===== src/rtl/pipeline_ctrl_pkg.sv =====
// Shared pipeline-control types and constants used by the hazard controller,
// the forwarding unit and the pipeline-register blocks.
package pipeline_ctrl_pkg;

    typedef enum logic {
        RUN      = 1'b0,
        MEM_WAIT = 1'b1
    } ctrl_state_e;

    localparam logic [4:0] REG_X0 = 5'd0;

    // Control-bundle field widths carried through ID/EX, EX/MEM and MEM/WB
    localparam int ALU_OP_W  = 4;
    localparam int EX_CTRL_W = ALU_OP_W + 2;
    localparam int MEM_CTRL_W = 3;
    localparam int WB_CTRL_W = 2;

    // True when the ID instruction needs the load result before it can be forwarded
    function automatic logic load_use_hit(
        input logic       mem_read,
        input logic [4:0] rd,
        input logic [4:0] rs1,
        input logic [4:0] rs2,
        input logic       uses_rs2
    );
        return mem_read && (rd != REG_X0) &&
               ((rd == rs1) || (uses_rs2 && (rd == rs2)));
    endfunction

endpackage


===== src/rtl/sat_counter.sv =====
// Saturating up-counter: holds at all-ones instead of wrapping.
module sat_counter #(
    parameter int W = 16
) (
    input  logic         clk,
    input  logic         arst_n,
    input  logic         inc,
    output logic [W-1:0] count
);

    always_ff @(posedge clk or negedge arst_n) begin
        if (!arst_n)
            count <= '0;
        else if (inc && (count != {W{1'b1}}))
            count <= count + 1'b1;
    end

endmodule


===== src/rtl/pipeline_hazard_ctrl.sv =====
// Hazard/stall controller: memory-wait freeze, branch flush and load-use
// stall for the 5-stage pipeline, plus saturating stall/flush counters.
module pipeline_hazard_ctrl
    import pipeline_ctrl_pkg::*;
#(
    parameter int CNT_W = 16
) (
    input  logic             clk,
    input  logic             arst_n,
    input  logic             mem_read__id_ex,
    input  logic [4:0]       rd__id_ex,
    input  logic [4:0]       rs1__if_id,
    input  logic [4:0]       rs2__if_id,
    input  logic             uses_rs2__if_id,
    input  logic             branch_taken__ex,
    input  logic             dmem_req,
    input  logic             dmem_ready,
    output logic             en_pc,
    output logic             en_if_id,
    output logic             en_id_ex,
    output logic             en_ex_mem,
    output logic             en_mem_wb,
    output logic             flush_if_id,
    output logic             flush_id_ex,
    output logic [CNT_W-1:0] stall_count,
    output logic [CNT_W-1:0] flush_count
);

    ctrl_state_e state_q, state_d;
    logic        pend_flush_q, pend_flush_d;
    logic        freeze, do_flush, load_use;

    assign freeze   = dmem_req && !dmem_ready;
    assign do_flush = branch_taken__ex || pend_flush_q;
    assign load_use = load_use_hit(mem_read__id_ex, rd__id_ex, rs1__if_id,
                                   rs2__if_id, uses_rs2__if_id);

    always_comb begin
        en_pc       = 1'b1;
        en_if_id    = 1'b1;
        en_id_ex    = 1'b1;
        en_ex_mem   = 1'b1;
        en_mem_wb   = 1'b1;
        flush_if_id = 1'b0;
        flush_id_ex = 1'b0;
        if (freeze) begin
            en_pc     = 1'b0;
            en_if_id  = 1'b0;
            en_id_ex  = 1'b0;
            en_ex_mem = 1'b0;
            en_mem_wb = 1'b0;
        end else if (do_flush) begin
            // The ID instruction is discarded, so a load-use match is moot
            flush_if_id = 1'b1;
            flush_id_ex = 1'b1;
        end else if (load_use) begin
            en_pc       = 1'b0;
            en_if_id    = 1'b0;
            flush_id_ex = 1'b1;
        end
    end

    always_comb begin
        state_d = state_q;
        case (state_q)
            RUN:      if (freeze) state_d = MEM_WAIT;
            MEM_WAIT: if (dmem_ready) state_d = RUN;
            default:  state_d = RUN;
        endcase
    end

    // A branch pulse seen while frozen is held until the first unfrozen cycle
    assign pend_flush_d = freeze && (pend_flush_q || branch_taken__ex);

    always_ff @(posedge clk or negedge arst_n) begin
        if (!arst_n) begin
            state_q      <= RUN;
            pend_flush_q <= 1'b0;
        end else begin
            state_q      <= state_d;
            pend_flush_q <= pend_flush_d;
        end
    end

    sat_counter #(.W(CNT_W)) u_stall_cnt (
        .clk    (clk),
        .arst_n (arst_n),
        .inc    (!en_pc),
        .count  (stall_count)
    );

    sat_counter #(.W(CNT_W)) u_flush_cnt (
        .clk    (clk),
        .arst_n (arst_n),
        .inc    (flush_if_id),
        .count  (flush_count)
    );

endmodule


===== config.mk =====
export PLATFORM = sky130hd
export DESIGN_NAME = pipeline_hazard_ctrl
export DESIGN_NICKNAME = d
export VERILOG_FILES = /design/src/rtl/pipeline_ctrl_pkg.sv /design/src/rtl/sat_counter.sv /design/src/rtl/pipeline_hazard_ctrl.sv
export SDC_FILE = /design/constraint.sdc
export NUM_CORES = 1
export LEC_CHECK = 0
export CAP_MARGIN = 10
export CORE_MARGIN = 1
export CORE_UTILIZATION = 49
export CTS_BUF_LIST = sky130_fd_sc_hd__clkbuf_4
export CTS_CLUSTER_DIAMETER = 200
export DETAILED_ROUTE_END_ITERATION = 12
export PLACE_DENSITY = 0.95
export SLEW_MARGIN = 40
export SYNTH_ARGS = -nofsm -noshare
export SYNTH_HDL_FRONTEND = slang
export SYNTH_SLANG_ARGS = --single-unit

===== constraint.sdc =====
create_clock -name clk -period 2.69 [get_ports clk]
set_input_delay 0.269 -clock clk [delete_from_list [all_inputs] [get_ports clk]]
set_output_delay 0.269 -clock clk [all_outputs]
set_load 0.005 [all_outputs]

**Word level (Yosys, flattened, before mapping)**

Cells that the tools add are included.

- Register bits after elaboration: 33
- Logic and storage cells: 30

- Multiplexer cells: 9
- Eq/ne operators: 4
- Add/subtract/negate cells: 2
- Reduce and logical (&&, ||, !) cells: 12

Operators with widths:

| cell | number |
|---|---|
| adder 16 x 1 -> 16 bit (second input constant) | 2 |
| != test 16 bit (second input constant) | 2 |
| equality test 5 bit | 2 |
| 2-to-1 mux 1 bit | 9 |
| logical AND 1 bit | 7 |
| nonzero test 5 bit | 1 |
| logical NOT 1 bit | 2 |
| logical OR 1 bit | 2 |

**Depth between registers and ports, before layout**

Gate-level depths: netlist of the first run.

- Word-level depth: 9
- Depth in mapped cells: 7
- Mapped depth without buffers: 7

**Hierarchy**

A second synthesis of the first run with hierarchy kept.

- Cells, all modules: 173
- Area, all modules: 1950.6 sq um

Modules (own cells, without submodules):

| module | cells an instance | area each (sq um) | times used | seq. area each (sq um) |
|---|---|---|---|---|
| sat_counter | 72 | 859.6 | 2 | 400.4 |
| pipeline_hazard_ctrl | 29 | 231.5 | 1 | 25.0 |

**Least setup slack after synthesis of the first run**

No wires, ideal clock.

- Kind: register to register
- From: register u_stall_cnt.count[0]
- To: register u_stall_cnt.count[11]
- Setup slack: 0.872 ns
- Required time: 2.567 ns
- Arrival time: 1.695 ns
- Library setup time: 0.123 ns
- Buffers on the path: 0
- Stages on the path, launching flop included: 8
- Clock period less this slack: 1.818 ns
- Cell sequence: dfrtp_1 ha_1 and3_1 nor4b_4 nand3b_2 a211oi_4 nand4_1 xnor2_1

- Word-level cells in the longest chain between the ends: 2

Ends and longest elaborated chain:

| element | line | text |
|---|---|---|
| start, declared | sat_counter.sv:8 | `output logic [W-1:0] count` |
| start signal, assigned | sat_counter.sv:15 | `count <= count + 1'b1;` |
| branches (longest 2 deep; another with adder 16 x 1 -> 16 bit) | -- |  |

Parallel ways; which one is timed is not known.
A chain may end at the register's enable or synchronous reset.

**Worst setup path after layout of the first run**

- From: input port rd__id_ex[0]
- To: output port en_pc

- Word-level cells in the longest chain between the ends: 7

Ends and longest elaborated chain:

| element | line | text |
|---|---|---|
| start, declared | pipeline_hazard_ctrl.sv:11 | `input logic [4:0] rd__id_ex,` |
| equality test 5 bit | pipeline_ctrl_pkg.sv:27 | `((rd == rs1) \|\| (uses_rs2 && (rd == rs2)));` |
| logical AND 1 bit | pipeline_ctrl_pkg.sv:27 |  |
| logical OR 1 bit | pipeline_ctrl_pkg.sv:27 |  |
| logical AND 1 bit * | pipeline_ctrl_pkg.sv:26 | `return mem_read && (rd != REG_X0) &&` |
| 2-to-1 mux 1 bit * | pipeline_hazard_ctrl.sv:56 | `end else if (load_use) begin` |
| 2-to-1 mux 1 bit * | pipeline_hazard_ctrl.sv:52 | `end else if (do_flush) begin` |
| 2-to-1 mux 1 bit * | pipeline_hazard_ctrl.sv:46 | `if (freeze) begin` |
| end, declared | pipeline_hazard_ctrl.sv:18 | `output logic en_pc,` |

Every way passes the cells marked *; elsewhere a longest branch is shown, timed or not.

==> out/qor.txt, run 1 <==
Status = complete, no violations
Slew Viols, Final = 0
Area growth syn-to-layout = 37.3%
Critical Path AT = 2.14 ns
Post-synth top area share = 0.448
Cell Int Power = 0.00101 W
Register area share after synthesis = 0.448
Die Ht = 63.3 um
Initial antenna violation count = 0
Number of max-cap violations = 0
Post-synthesis mux area share = 0.0122
Largest net degree at the start of global routing = 34
Peak Freq = 414 MHz
Synthesized cell area = 0.00184 mm2
Final non-filler cell area = 0.00253 mm2
Final hold vios = 0
Min Clock Period, post-route = 2.41 ns
Wire length per cell = 14.6 um
Rows = 21
Port Buffers = 60
Setup ws final = 0.277 ns
First-pass GRT wire length = 7.18 mm
Synth Area in Simple Gates = 0.229
Startpoint types = primary input
Net load switching power = 0.000485 W
Worst skew pair latency = 0.34 ns
GR Overflow Total = 0
Die area = 0.00401 mm2
Die Wd = 63.3 um
Switching part of the total power = 0.324
Post-CTS sizing = 0
Synth top area cells = dfrtp_1, xnor2_1, xor2_1
Yosys reg bits = 33
RR Startpoint = u_stall_cnt.count[0]
Dpl ws = 0.259 ns
Clock-pin slew on the worst setup and hold paths = 0.09 ns
Hold Buf Count CTS = 0
Total CTS buffers = 5
Initial core utilization = 0.531
Nets = 267
Share of cells above drive strength 1 = 0.0823
Synth Area per Inst = 10.4 um2
Slew margin rel. = 0.649
Post-synthesis compound-gate area fraction = 0.0957
Seq pwr share = 0.486
IO Count = 61
WS Path Type = primary input to primary output
Residual DRC count = 0
Largest family of logic cells by synthesized area = simple AND/OR/NAND/NOR gates
CTS tree = done
H-tree depth = 2
Post-DP HPWL = 3.25 mm
RR Endpoint = u_stall_cnt.count[7]
Area post-placement = 0.00248 mm2
Via density = 5.39
Clock Skew = 0.0149 ns
ANT cells = 0
GRT Total Usage = 0.233
Syn_nets = 202
WL final = 4.21 mm
FF-to-FF setup slack = 0.66 ns
Final Setup Violations = 0
Nature of the critical path endpoint = primary output
Critical path fanouts, max = 7
Yosys cell types = 40
Worst endpoint required time = 2.42 ns
Core ar. = 0.00347 mm2
Dpl cells = 282
GP Congestion = 0.751
Yosys warning total = 0
Most numerous cell on the critical path = clkdlybuf4s50_1
Final Cycle Share = 0.897
Crit-path max cell delay = 0.57 ns
Top FF cell, synth = dfrtp_1
Synth Area in XOR/XNOR = 0.171
Actual slew at the worst max-slew pin = 0.522 ns
First-pass DRT Iterations = 6
CP Launch Point = rd__id_ex[0]
Reg2Reg Depth = 7
TNS Setup = 0 ns
Crit path max-delay cell type = clkdlybuf4s50_1
Power per cell area = 591 mW/mm2
CTS Root Cell = clkbuf_4
Max Root-Sink Buffers = 2
Clk pwr share = 0.178
Final Non-Filler Cells = 289
Post-Synthesis Cells = 178
Combinational power share = 0.336
CTS Sinks = 33
Worst VDD drop = 0.000583 V
DRT iter0 DRCs = 64
Area leader, netlist = dfrtp_1
Leakage power = 1.03 nW
Crit path cell chain = clkdlybuf4s50_1 -> nor3_2 -> a2111oi_4 -> a21oi_2 -> clkdlybuf4s50_1
Vias in the first global route = 1549
Via count = 1558
Post-synth EDFFs = 0
Post-route ant nets = 0
Post-CTS Setup Bufs = 0
RSZ-0062 raised after global routing = false
HP Class = primary input to async pin
Share of flip-flops with an asynchronous set or reset = 1.00
Critical Path End = en_pc
Post-Synth Adder-Cell Area = 0.0136
[worst max-delay path, delay by kind of cell]
family | cells | cell delay [ns]
and+or+nand+nor | 1 | 0.35
buffers and inverters | 2 | 1.06
AOI/OAI and AO/OA | 2 | 0.47
[cells in the final DEF, fill, tap and decap left out, types with 2 or more instances in the layout]
cell type,synthesis,routed
a21oi_1,5,5
a31oi_1,2,2
and3_1,3,3
buf_4,3,2
clkbuf_4,0,6
clkdlybuf4s50_1,0,60
dfrtp_1,33,33
ha_1,2,2
inv_1,6,6
mux2_1,2,2
nand2_1,16,16
nand3_1,9,9
nand3_2,2,2
nand4_1,8,8
nor2_1,16,16
nor2b_1,2,2
nor3_1,8,8
o2111ai_1,2,2
or3_1,2,2
xnor2_1,26,26
xor2_1,10,10
[synthesized netlist by cell type (2+ instances only)]
master     count
nor2_1        16
nor2b_1        2
mux2_1         2
nand3_1        9
xor2_1        10
dfrtp_1       33
a31oi_1        2
and3_1         3
o2111ai_1      2
nand4_1        8
or3_1          2
nand3_2        2
nand2_1       16
a21oi_1        5
nor3_1         8
buf_4          3
inv_1          6
ha_1           2
xnor2_1       26
[flip-flops by register name, summed over array words and instances, names as in the netlist]
signal / count
u_flush_cnt.count: 16
u_stall_cnt.count: 16
pend_flush_q: 1
[routing by layer]
layer / vias to the layer above / global-route usage / wire (um)
met2: 56 / 0.411 / 2160
met3: 5 / 0.0707 / 283
met4: 0 / 0.0767 / 50
met1: 749 / 0.265 / 1720
li1: 748 / - / -
met5: - / 0 / 0
[final cells by class]
cell class / instances / area [um2]
inverters: 6 / 22.5
clock buffers: 6 / 45.0
multi-input cells: 135 / 961
repair buffers: 62 / 616
clock inverters: 1 / 3.75
well taps: 46 / 57.6
flip-flops and latches: 33 / 826
fillers: 247 / 937
[kinds of logic after synthesis]
| group | after synthesis |
|---|---|
| DFF | 33 |
| xor gates and xnor gates | 36 |
| AOI/OAI and AO/OA | 20 |
| buffers and inverters | 10 |
| muxes | 2 |
| and+or+nand+nor | 75 |
| adders and majority gates | 2 |
[worst min-delay path by stage]
stage                                  to  slack, ns  cells after the start
floorplan                    pend_flush_q      -0.03                      0
global placement    u_stall_cnt.count[11]       0.49                      1
detailed placement   u_stall_cnt.count[7]       0.49                      1
CTS                 u_flush_cnt.count[12]       0.32                      2
global route        u_stall_cnt.count[12]       0.37                      2
finish               u_flush_cnt.count[6]       0.31                      2
[power groups by stage]
| stage | clock network [W] | registers, W | logic (W) |
|---|---|---|---|
| after CTS | 0.000272 | 0.000726 | 0.000510 |
| after global routing | 0.000291 | 0.000744 | 0.000553 |
| after global placement | 0 | 0.000727 | 0.000490 |
| after detailed placement | 0 | 0.000733 | 0.000507 |
| after floorplan | 0 | 0.000716 | 0.000216 |
| final | 0.000266 | 0.000728 | 0.000503 |
[through the flow]
stage / util / total power [W] / hold WS (ns)
6_report: 0.730 / 0.00150 / 0.310
5_1_grt: 0.730 / 0.00159 / 0.365
4_1_cts: 0.730 / 0.00151 / 0.324
3_5_place_dp: 0.716 / 0.00124 / 0.495
3_3_place_gp: 0.716 / 0.00122 / 0.488
2_1_floorplan: - / 0.000933 / -0.0266
No activity file was read; power rests on OpenSTA's default activity.
==> run 2, diff against run 1 <==
--- a/config.mk
+++ b/config.mk
@@ -12,6 +12,7 @@
 export CTS_CLUSTER_DIAMETER = 200
 export DETAILED_ROUTE_END_ITERATION = 12
 export PLACE_DENSITY = 0.95
+export SKIP_CTS_REPAIR_TIMING = 1
 export SLEW_MARGIN = 40
 export SYNTH_ARGS = -nofsm -noshare
 export SYNTH_HDL_FRONTEND = slang
==> results of run 2 <==
Final layout, timing and power as in run 1 (identical DEF).
